--- src/rtl/spell_mem_gpio_pkg.sv ---
// Shared constants for the SPELL data-space GPIO bank: per-port register
// offsets, port width and the value returned for unmapped reads.
package spell_mem_gpio_pkg;

  localparam int         PORT_W        = 8;
  localparam logic [7:0] OFS_PIN       = 8'd0;
  localparam logic [7:0] OFS_DDR       = 8'd1;
  localparam logic [7:0] OFS_PORT      = 8'd2;
  localparam logic [7:0] UNMAPPED_READ = 8'hff;

endpackage

--- src/rtl/spell_gpio_port.sv ---
// One 8-bit GPIO port: output/enable/mask registers, a two-flop input
// synchroniser and the masked pin-change pulse.
module spell_gpio_port
  import spell_mem_gpio_pkg::*;
(
  input  logic              clk,
  input  logic              rst,
  input  logic [PORT_W-1:0] pad_in,
  input  logic [PORT_W-1:0] wdata,
  input  logic              toggle_en,
  input  logic              ddr_we,
  input  logic              port_we,
  input  logic              pcmsk_we,
  output logic [PORT_W-1:0] port_out,
  output logic [PORT_W-1:0] port_oe,
  output logic [PORT_W-1:0] pcmsk,
  output logic [PORT_W-1:0] pin_rd,
  output logic              change
);

  logic [PORT_W-1:0] out_q, out_d;
  logic [PORT_W-1:0] oe_q, oe_d;
  logic [PORT_W-1:0] msk_q, msk_d;
  logic [PORT_W-1:0] sync1_q, sync1_d;
  logic [PORT_W-1:0] sync2_q, sync2_d;
  logic [PORT_W-1:0] prev_q, prev_d;

  // Next-state for the register file and the synchroniser chain.
  always_comb begin
    if (toggle_en) begin
      out_d = out_q ^ wdata;
    end else if (port_we) begin
      out_d = wdata;
    end else begin
      out_d = out_q;
    end
    if (ddr_we) begin
      oe_d = wdata;
    end else begin
      oe_d = oe_q;
    end
    if (pcmsk_we) begin
      msk_d = wdata;
    end else begin
      msk_d = msk_q;
    end
    sync1_d = pad_in;
    sync2_d = sync1_q;
    prev_d  = sync2_q;
  end

  // State registers.
  always_ff @(posedge clk) begin
    if (rst) begin
      out_q   <= {PORT_W{1'b0}};
      oe_q    <= {PORT_W{1'b0}};
      msk_q   <= {PORT_W{1'b0}};
      sync1_q <= {PORT_W{1'b0}};
      sync2_q <= {PORT_W{1'b0}};
      prev_q  <= {PORT_W{1'b0}};
    end else begin
      out_q   <= out_d;
      oe_q    <= oe_d;
      msk_q   <= msk_d;
      sync1_q <= sync1_d;
      sync2_q <= sync2_d;
      prev_q  <= prev_d;
    end
  end

  assign port_out = out_q;
  assign port_oe  = oe_q;
  assign pcmsk    = msk_q;
  // A PIN read captures the value sync2 takes at the same edge.
  assign pin_rd   = sync2_d;
  assign change   = |((sync2_q ^ prev_q) & msk_q);

endmodule

--- src/rtl/spell_mem_gpio.sv ---
// Memory-mapped GPIO bank: address decode, registered read mux, pin-change
// flag register (write-1-to-clear, set wins) and level interrupt.
module spell_mem_gpio
  import spell_mem_gpio_pkg::*;
#(
  parameter int         NUM_PORTS = 2,
  parameter logic [7:0] BASE_ADDR = 8'h30
) (
  input  logic                          clk,
  input  logic                          rst,
  input  logic                          select,
  input  logic [7:0]                    addr,
  input  logic [7:0]                    data_in,
  input  logic                          write,
  output logic [7:0]                    data_out,
  output logic                          data_ready,
  input  logic [PORT_W*NUM_PORTS-1:0]   port_in,
  output logic [PORT_W*NUM_PORTS-1:0]   port_out,
  output logic [PORT_W*NUM_PORTS-1:0]   port_oe,
  output logic                          irq
);

  logic [7:0]                        offs;
  logic                              wr_sel;
  logic [NUM_PORTS-1:0]              toggle_en, ddr_we, port_we, pcmsk_we;
  logic [NUM_PORTS-1:0]              change_vec;
  logic [NUM_PORTS-1:0]              pcifr_clr;
  logic [NUM_PORTS-1:0][PORT_W-1:0]  pin_rd, pcmsk_rd, out_rd, oe_rd;
  logic [7:0]                        pcifr_ext;
  logic [7:0]                        rd_data;

  logic [NUM_PORTS-1:0] pcifr_q, pcifr_d;
  logic                 past_write_q, past_write_d;
  logic [7:0]           data_out_q, data_out_d;
  logic                 data_ready_q, data_ready_d;

  assign offs   = addr - BASE_ADDR;
  assign wr_sel = select & write;

  // Address decode, write strobes and read mux.
  always_comb begin
    toggle_en = {NUM_PORTS{1'b0}};
    ddr_we    = {NUM_PORTS{1'b0}};
    port_we   = {NUM_PORTS{1'b0}};
    pcmsk_we  = {NUM_PORTS{1'b0}};
    pcifr_clr = {NUM_PORTS{1'b0}};
    pcifr_ext = 8'h00;
    pcifr_ext[NUM_PORTS-1:0] = pcifr_q;
    rd_data   = UNMAPPED_READ;
    for (int p = 0; p < NUM_PORTS; p++) begin
      if (offs == 8'(3 * p) + OFS_PIN) begin
        rd_data      = pin_rd[p];
        toggle_en[p] = wr_sel & ~past_write_q;
      end else if (offs == 8'(3 * p) + OFS_DDR) begin
        rd_data   = oe_rd[p];
        ddr_we[p] = wr_sel;
      end else if (offs == 8'(3 * p) + OFS_PORT) begin
        rd_data    = out_rd[p];
        port_we[p] = wr_sel;
      end else if (offs == 8'(3 * NUM_PORTS + p)) begin
        rd_data     = pcmsk_rd[p];
        pcmsk_we[p] = wr_sel;
      end else begin
        rd_data = rd_data;
      end
    end
    if (offs == 8'(4 * NUM_PORTS)) begin
      rd_data = pcifr_ext;
      if (wr_sel) begin
        pcifr_clr = data_in[NUM_PORTS-1:0];
      end else begin
        pcifr_clr = {NUM_PORTS{1'b0}};
      end
    end else begin
      pcifr_clr = pcifr_clr;
    end
  end

  // Bus response and flag next-state; a new change outranks a same-cycle clear.
  always_comb begin
    past_write_d = wr_sel;
    data_ready_d = select;
    if (wr_sel) begin
      data_out_d = 8'h00;
    end else if (select) begin
      data_out_d = rd_data;
    end else begin
      data_out_d = data_out_q;
    end
    pcifr_d = (pcifr_q & ~pcifr_clr) | change_vec;
  end

  // Top-level registers.
  always_ff @(posedge clk) begin
    if (rst) begin
      pcifr_q      <= {NUM_PORTS{1'b0}};
      past_write_q <= 1'b0;
      data_out_q   <= 8'h00;
      data_ready_q <= 1'b0;
    end else begin
      pcifr_q      <= pcifr_d;
      past_write_q <= past_write_d;
      data_out_q   <= data_out_d;
      data_ready_q <= data_ready_d;
    end
  end

  for (genvar p = 0; p < NUM_PORTS; p++) begin : g_port
    spell_gpio_port u_port (
      .clk       (clk),
      .rst       (rst),
      .pad_in    (port_in[PORT_W*p +: PORT_W]),
      .wdata     (data_in),
      .toggle_en (toggle_en[p]),
      .ddr_we    (ddr_we[p]),
      .port_we   (port_we[p]),
      .pcmsk_we  (pcmsk_we[p]),
      .port_out  (out_rd[p]),
      .port_oe   (oe_rd[p]),
      .pcmsk     (pcmsk_rd[p]),
      .pin_rd    (pin_rd[p]),
      .change    (change_vec[p])
    );
    assign port_out[PORT_W*p +: PORT_W] = out_rd[p];
    assign port_oe[PORT_W*p +: PORT_W]  = oe_rd[p];
  end

  assign data_out   = data_out_q;
  assign data_ready = data_ready_q;
  assign irq        = |pcifr_q;

endmodule

--- config.mk ---
export PLATFORM = sky130hd
export DESIGN_NAME = spell_mem_gpio
export DESIGN_NICKNAME = d
export VERILOG_FILES = /design/src/rtl/spell_mem_gpio_pkg.sv /design/src/rtl/spell_gpio_port.sv /design/src/rtl/spell_mem_gpio.sv
export SDC_FILE = /design/constraint.sdc
export NUM_CORES = 1
export LEC_CHECK = 0
export BUFFER_PORTS_ARGS = -buffer_cell sky130_fd_sc_hd__buf_4
export CAP_MARGIN = 0
export CORE_MARGIN = 4
export CORE_UTILIZATION = 55
export DETAILED_ROUTE_END_ITERATION = 7
export PLACE_DENSITY_LB_ADDON = 0.15
export SLEW_MARGIN = 20
export SYNTH_ARGS = -nofsm -noshare
export SYNTH_HDL_FRONTEND = slang
export SYNTH_SLANG_ARGS = --single-unit
--- constraint.sdc ---
create_clock -name clk -period 2.2 [get_ports clk]
set_input_delay 0.44 -clock clk [delete_from_list [all_inputs] [get_ports clk]]
set_output_delay 0.44 -clock clk [all_outputs]
set_load 0.02 [all_outputs]
== Word level (Yosys, flattened, before mapping) ==
Index checks and enable logic that the tools add are counted.

* Bits in registers: 108
* Input bits: 36
* Output and inout port bits: 42
* Logic and storage cells: 79

* Add/sub/neg operators: 1
* Eq/ne operators: 8
* Muxes and demuxes: 35
* Bitwise operators: 12
* Reduce and logical (&&, ||, !) cells: 7

{| class="wikitable"
|+ Operators by type and width
! kind !! count
|-
| $mux W8 || 13
|-
| $eq A8 B3 Y1 const B || 4
|-
| $xor A8 B8 Y8 || 4
|-
| $mux W1 || 20
|-
| $and A8 B8 Y8 || 2
|-
| $eq A8 B2 Y1 const B || 2
|-
| $reduce_or A8 Y1 || 2
|-
| $eq A8 B1 Y1 const B || 1
|-
| $eq A8 B4 Y1 const B || 1
|-
| $logic_not A8 Y1 || 1
|-
| $sub A8 B6 Y8 const B || 1
|-
| $mux W2 || 2
|-
| $reduce_bool A2 Y1 || 2
|-
| $reduce_or A2 Y1 || 2
|-
| $and A1 B1 Y1 || 2
|-
| $and A2 B2 Y2 || 1
|-
| $not A2 Y2 || 1
|-
| $or A2 B2 Y2 || 1
|-
| $not A1 Y1 || 1
|}

== Longest topological paths before layout ==
Gate-level depths: netlist (run 1).

* Depth after elaboration: 11
* Mapped depth: 7
* Depth with buffers taken out: 5

== By module ==
Synthesis (run 1) repeated with hierarchy kept, for this count alone.

* Cell total of the unflattened synthesis: 489
* Area, all modules: 4,735.8 µm²

{| class="wikitable"
|+ By module, submodules not included
! module !! times used !! cells each !! area an instance (µm²) !! seq. area each (µm²)
|-
| spell_gpio_port || 2 || 160 || 1,695.4 || 960.9
|-
| spell_mem_gpio || 1 || 169 || 1,345.0 || 240.2
|}

== Least setup slack after synthesis (run 1) ==
No wires, ideal clock.

* Path type: in2reg
* Start point: input addr[0]
* End point: register g_port[0].u_port.out_q[7]
* Library setup time: 128 ps
* Arrival time: 1,687 ps
* Required time: 2,072 ps
* Slack: 385 ps
* Stages on the path: 7
* Buffers on the path: 2
* Cells stage by stage: buf_6 or3b_1 or4_1 buf_6 nand2_2 xnor2_1 nor2_1

* Cells in the longest elaborated chain, start to end: 6
* Elaborated cells on any way between the ends: 10
* Classes of those cells: add/sub: 1; eq/ne: 2; mux: 5; reduce/logical: 2

{| class="wikitable"
|+ RTL lines
! item !! line !! source
|-
| start, declared || spell_mem_gpio.sv:12 || <nowiki>input logic [7:0] addr,</nowiki>
|-
| $sub A8 B6 Y8 (*) || spell_mem_gpio.sv:37 || <nowiki>assign offs = addr - BASE_ADDR;</nowiki>
|-
| $eq A8 B2 Y1 || spell_mem_gpio.sv:57 || <nowiki>end else if (offs == 8'(3 * p) + OFS_PORT) begin</nowiki>
|-
| $mux W1 || spell_mem_gpio.sv:57 ||
|-
| $mux W1 || spell_mem_gpio.sv:54 || <nowiki>end else if (offs == 8'(3 * p) + OFS_DDR) begin</nowiki>
|-
| $mux W1 || spell_mem_gpio.sv:51 || <nowiki>if (offs == 8'(3 * p) + OFS_PIN) begin</nowiki>
|-
| $reduce_bool A2 Y1 (no line) || n/a ||
|-
| end signal, assigned || spell_gpio_port.sv:55 || <nowiki>out_q <= {PORT_W{1'b0}};</nowiki>
|-
| end signal, assigned || spell_gpio_port.sv:62 || <nowiki>out_q <= out_d;</nowiki>
|-
| end, declared || spell_gpio_port.sv:21 || <nowiki>logic [PORT_W-1:0] out_q, out_d;</nowiki>
|}

Mark *: on every way between the ends. The rest lies on a longest branch, timed or not.
A chain may end at the register's enable or synchronous reset.

== Final worst setup path (run 1) ==
* Start point: input addr[7]
* End point: register g_port[1].u_port.out_q[2]

* Cells in the longest elaborated chain, start to end: 6
* Elaborated cells on any way between the ends: 10
* Classes of those cells: add/sub: 1; eq/ne: 3; mux: 5; reduce/logical: 1

{| class="wikitable"
|+ RTL lines
! item !! line
|-
| $sub A8 B6 Y8 (*) || spell_mem_gpio.sv:37
|-
| $eq A8 B3 Y1 || spell_mem_gpio.sv:57
|-
| $mux W1 || spell_mem_gpio.sv:57
|-
| $mux W1 || spell_mem_gpio.sv:54
|-
| $mux W1 || spell_mem_gpio.sv:51
|-
| $reduce_bool A2 Y1 (no line) || n/a
|-
| end signal, assigned || spell_gpio_port.sv:55
|-
| end signal, assigned || spell_gpio_port.sv:62
|-
| end, declared || spell_gpio_port.sv:21
|}

Marks and branches as above.

==> flow_summary.yaml, run 1 <==
routing:
  wl_per_cell_um: 17.7
  postRouteAntennaNets: 0
  drcViolationCount: 0
  first_iter_violations: 171
  viasPerCell: 5.69
  drtPass1Iterations: 4
  vias: 4057
  routed_wirelength_um: 12600
finish:
  diodes: 0
  finalNonFillerCells: 713
  final_common_cell: "dfxtp_1"
  final_nets: 639
  nFillCells: 709
  drive_above_1_share_pct: 23.0
  area_growth_pct: 19.1
  mostFrequentLayoutCells: "dfxtp_1 (108), buf_4 (95), nand2_1 (77), nor2b_1 (50), a21oi_1 (42)"
timing:
  tightest_slew_ps: 721
  slew_violations: 0
  setup_violations: 0
  grt_setup_unrepaired: "no"
  period_share_pct: 79.7
  finalClockSkew_ps: 16.5
  relSlewSlack_pct: 52.0
  tns_ps: 0
  min_period_ps: 1750
  fmax_mhz: 570
  hold_violations: 0
clock_tree:
  cts_setup_buffers: 0
  cts_resized: 0
  cts_made_buffers: 9
  htreeDepth: 3
  hold_buffers: 0
  path_clk_slew_ps: 110
  clockBufferDepth: 2
  ctsRootBufferMaster: "clkbuf_8"
  cts_tree: "done"
  cts_sinks: 108
  clock_latency_ps: 380
power:
  max-vdd-ir-drop_mv: 0.402
  pwr-share-clk_pct: 32.9
  p_int_w: 0.00257
  sw_frac_of_total_pct: 26.7
  pwr-share-comb_pct: 9.3
  power_density_nw_per_um2: 637
  leakagePower_nw: 2.22
  seq_power_share_pct: 57.8
  switchingPower_w: 0.000937
synth:
  netlist_area_um2: 4630
  synth_cell_type_count: 54
  synth_seq_area_share_pct: 46.7
  netlist_instances: 525
  synth-async-reset-ratio_pct: 0
  synth-edff-count: 0
  synth-seq-cells: 108
  syn-num-nets: 561
  synth_ff_type: "dfxtp_1"
  yosys_warnings: 0
  avgSynthCellArea_um2: 8.81
place:
  portBuffers: 77
  gp_congestion: 0.893
  dp_hpwl_um: 9390
  dp.cells: 697
worst_setup_path:
  cp_slowest_cell: "nor4_2"
  end_kind: "register"
  worstPathRequired_ps: 2470
  cp_max_fo: 8
  critPathBufInv: 2
  start_kind: "primary input"
  cp_top_family: "simple AND/OR/NAND/NOR gates"
  rrSetupSlack_ps: 630
  cp_common_cell: "buf_4"
  rr_worst_depth: 6
  crit_arrival_ps: 2020
  path_cells: "buf_4 -> nand4bb_1 -> buf_4 -> nor4_2 -> a21oi_1 -> and3_1 -> a31o_2"
  max_stage_delay_ps: 310
  r2r-start: "past_write_q$_SDFF_PP0_"
  r2r_end: "g_port[1].u_port.port_out[7]$_SDFFE_PP0P_"
  crit_type: "in2reg"
global_route:
  grt-ovfl-total: 0
  antenna_found_initial: 0
  grt_max_degree: 40
  grt_usage_pct: 26.3
  grt_pass1_vias: 4035
  grt_first_pass_wirelength_um: 20600
floorplan:
  die_x_um: 99.7
  ios: 78
  die-height_um: 99.7
  die_area_um2: 9940
  start_util_pct: 56.3
  core.rowCount: 33
  core-area_um2: 8220
min_path:
  hp-start: "port_in[9]"
  min_to: "g_port[1].u_port.pin_rd[1]$_SDFF_PP0_"
  holdPathStages: 2
  worst_hold_path_type: "in2reg"
job:
  max_cap_violations: 0
outcome:
  outcome: "completed"
sequential cells by signal, indices dropped and copies added, names as in the netlist:
name / flops
g_port.u_port.prev_q: 16
pcifr_q: 2
data_out: 8
g_port.u_port.pcmsk: 16
g_port.u_port.prev_d: 16
past_write_q: 1
g_port.u_port.port_out: 16
data_ready: 1
g_port.u_port.port_oe: 16
g_port.u_port.pin_rd: 16
power by group through the flow:
stage,combinational [W],sequential (W),clock [W]
after global routing,0.000353,0.00204,0.00125
after global placement,0.000319,0.00207,0
after detailed placement,0.000322,0.00207,0
after floorplan,0.000175,0.00208,0
after CTS,0.000324,0.00203,0.00116
final,0.000325,0.00203,0.00115
final cells by class:
| type | count | area [µm²] | share of cell area, % |
|---|---|---|---|
| clock buffer | 10 | 128 | 2.32 |
| sequential | 108 | 2160 | 39.2 |
| multi-input combinational | 384 | 2300 | 41.8 |
| clock inverter | 6 | 55.1 | 0.999 |
| tap | 105 | 131 | 2.38 |
| timing repair buffer | 95 | 713 | 12.9 |
| inverter | 5 | 18.8 | 0.341 |
logic make-up (layout without fill, tap and decap cells):
logic type	count (synthesis)	in the layout	share of synthesized area, %
multiplexers	18	18	3.95
AND/OR/NAND/NOR	246	246	28.4
XOR/XNOR	24	24	4.54
buffers and inverters	33	116	3.54
AO/OA/AOI/OAI	96	96	12.9
flip-flops	108	108	46.7
worst max path at each step:
stage	start	to	depth (start not counted)
after floorplan	addr[0]	g_port[0].u_port.port_out[7]$_SDFFE_PP0P_	7
after global placement	addr[7]	g_port[0].u_port.port_oe[3]$_SDFFE_PP0P_	7
after detailed placement	addr[7]	g_port[1].u_port.port_out[2]$_SDFFE_PP0P_	7
after CTS	addr[7]	g_port[1].u_port.port_out[2]$_SDFFE_PP0P_	7
after global routing	addr[7]	g_port[0].u_port.port_oe[2]$_SDFFE_PP0P_	7
final	addr[7]	g_port[1].u_port.port_out[2]$_SDFFE_PP0P_	7
layer usage:
metal | global-route usage, % | share of wire, % | vias to the layer above
met5 | 0 | 0 | -
met4 | 10.8 | 2.6 | 0
met3 | 4.91 | 7.4 | 22
met2 | 40.2 | 44 | 154
met1 | 36.5 | 46 | 1930
li1 | - | - | 1951
worst register-to-register path, stage by stage (launching register included):
cell       delay [ps]
dfxtp_1           340
nand4bb_1         250
nor4_4            160
buf_4             260
nand2_1            80
and3_1            180
a31o_2            200
metrics by stage:
stage | hold slack, ps | instance area (µm²) | total power (W) | util, % | worst slack [ps]
2_1_floorplan | 429 | 4630 | 0.00225 | - | 385
3_3_place_gp | 449 | 5330 | 0.00239 | 64.8 | 175
3_5_place_dp | 456 | 5330 | 0.00240 | 64.8 | 121
4_1_cts | 260 | 5510 | 0.00352 | 67.0 | 496
5_1_grt | 263 | 5510 | 0.00364 | 67.0 | 392
6_report | 265 | 5510 | 0.00351 | 67.0 | 446
cell usage after synthesis, types with 3 or more instances:
cell,number,share of area (%)
dfxtp_1,108,47
nand2_1,77,6.2
nor2b_1,50,6.8
a21oi_1,42,4.5
nor2_1,37,3.0
nand3_1,23,2.5
clkbuf_1,16,1.3
mux2i_1,16,3.5
o21ai_0,16,1.7
xor2_1,16,3.0
and3_1,13,1.8
nand2_2,9,1.2
nor3_1,9,0.97
a22oi_1,8,1.3
xnor2_1,8,1.5
a31o_2,6,1.1
buf_2,5,0.54
inv_1,5,0.41
buf_6,4,0.97
o211ai_1,4,0.65
a31oi_1,3,0.41
and2_1,3,0.41
nor3_2,3,0.65
o221ai_1,3,0.57
No activity file was read; power rests on OpenSTA's default activity.
==> run 2, diff against run 1 <==
CORE_UTILIZATION = 50   (was 55)
clock period = 1.52 ns   (was 2.2 ns; I/O delays follow)
==> flow_summary.yaml, run 2 (synthesis gave the netlist of run 1 again) <==
timing:
  min_period_ps: 1500
  grt_setup_unrepaired: "yes"
  hold_violations: 0
  relSlewSlack_pct: 76.1
  period_share_pct: 98.6
  setup_violations: 0
  slew_violations: 0
  finalClockSkew_ps: 12.1
  fmax_mhz: 667
  tightest_slew_ps: 358
routing:
  top_layer_used: "met4"
  viasPerCell: 5.58
  wl_per_cell_um: 18.4
  met3WireLength_um: 804
  drt-met1-wl_um: 6040
  drcViolationCount: 0
  postRouteAntennaNets: 0
  routed_wirelength_um: 13900
  drtPass1Iterations: 5
  vias: 4226
  first_iter_violations: 267
  met2WireLength_um: 6760
clock_tree:
  cts_sinks: 108
  htreeDepth: 3
  cts_tree: "done"
  clockBufferDepth: 2
  clock_latency_ps: 380
  ctsRootBufferMaster: "clkbuf_8"
  cts_made_buffers: 9
  path_clk_slew_ps: 120
floorplan:
  die-height_um: 104
  die_area_um2: 10900
  ios: 78
  start_util_pct: 52.3
  die_x_um: 104
  core.rowCount: 34
  core-area_um2: 8850
worst_setup_path:
  cp_common_cell: "buf_6"
  critPathBufInv: 3
  max_stage_delay_ps: 520
  start_kind: "primary input"
  cp_top_family: "simple AND/OR/NAND/NOR gates"
  crit_type: "in2reg"
  cp_max_fo: 8
  end_kind: "register"
  crit_arrival_ps: 1820
  path_cells: "buf_4 -> nand4bb_1 -> buf_6 -> or4_4 -> nor3_4 -> buf_6 -> nand2_1 -> a21oi_2"
  worstPathRequired_ps: 1840
  cp_slowest_cell: "or4_4"
place:
  gp_congestion: 0.897
  dp.cells: 738
  portBuffers: 77
  dp_hpwl_um: 10300
finish:
  final_common_cell: "buf_4"
  area_growth_pct: 28.6
  final_util_pct: 67.2
  diodes: 0
  finalNonFillerCells: 758
  final_nets: 681
  mostFrequentLayoutCells: "buf_4 (131), dfxtp_1 (105), nand2_1 (74), nor2b_1 (50), a21oi_1 (40)"
  drive_above_1_share_pct: 29.8
  nFillCells: 786
outcome:
  outcome: "completed"
global_route:
  grt_first_pass_wirelength_um: 22100
  antenna_found_initial: 0
  grt_pass1_vias: 4172
  grt_usage_pct: 25.7
  grt_max_degree: 41
  grt-ovfl-total: 0
power:
  leakagePower_nw: 2.47
  max-vdd-ir-drop_mv: 0.558
  power_density_nw_per_um2: 885
min_path:
  worst_hold_path_type: "in2reg"
job:
  max_cap_violations: 0
[run 2: path summary, 6_finish.rpt]
path	start	end	slack, ps	depth (start not counted)
max reg2reg	past_write_q$_SDFF_PP0_	g_port[1].u_port.port_out[7]$_SDFFE_PP0P_	30	6
max	addr[7]	g_port[0].u_port.port_oe[2]$_SDFFE_PP0P_	20	8
min reg2reg	data_out[0]$_SDFFE_PP0P_	data_out[0]$_SDFFE_PP0P_	470	2
min	port_in[4]	g_port[0].u_port.pin_rd[4]$_SDFF_PP0_	120	2
[run 2: worst register-to-register path: stages (launching register included)]
cell and delay [ps]:
dfxtp_2 360, nand4bb_4 240, nor4_4 200, buf_6 170, nand2_1 50, and3_1 170
a31o_2 210
[run 2: repair_timing]
action	in CTS	in global routing
resized for setup	1	15
pin swaps	0	3
gates cloned	0	1
setup endpoints to repair	1	20
hold buffers	0	0
setup buffers	0	3
[run 2: power by group]
| part | switching, W | internal, W | total, W | leakage [nW] |
|---|---|---|---|---|
| combinational | 0.000305 | 0.000247 | 0.000553 | 1.48 |
| clock | 0.00112 | 0.000653 | 0.00177 | 0.0990 |
| sequential | 0.0000409 | 0.00290 | 0.00294 | 0.882 |
[run 2: layer usage]
metal / vias up / GRT usage [%]
li1: 2046 / -
met1: 2026 / 34.1
met2: 132 / 42.8
met3: 22 / 4.47
met4: 0 / 7.69
met5: - / 0
[run 2: layout make-up]
| type | count | area (µm²) | area share (%) |
|---|---|---|---|
| well taps | 108 | 135 | 2.27 |
| flip-flops and latches | 108 | 2170 | 36.4 |
| clock inverters | 7 | 80.1 | 1.35 |
| clock buffers | 9 | 124 | 2.08 |
| repair buffers | 137 | 1070 | 18.0 |
| multi-input cells | 384 | 2360 | 39.6 |
| inverters | 5 | 18.8 | 0.316 |
[run 2: through the flow]
step / hold slack (ps) / power, W / instance area, µm² / setup WS [ps] / setup TNS, ps
after floorplan: 429 / 0.00327 / 4650 / -156 / -3870
after global placement: 458 / 0.00354 / 5650 / -340 / -14210
after detailed placement: 446 / 0.00354 / 5650 / -375 / -14540
after CTS: 110 / 0.00528 / 5860 / 6.98 / 0
after global routing: 108 / 0.00546 / 5950 / -15.9 / -103
final: 117 / 0.00526 / 5950 / 21.5 / 0
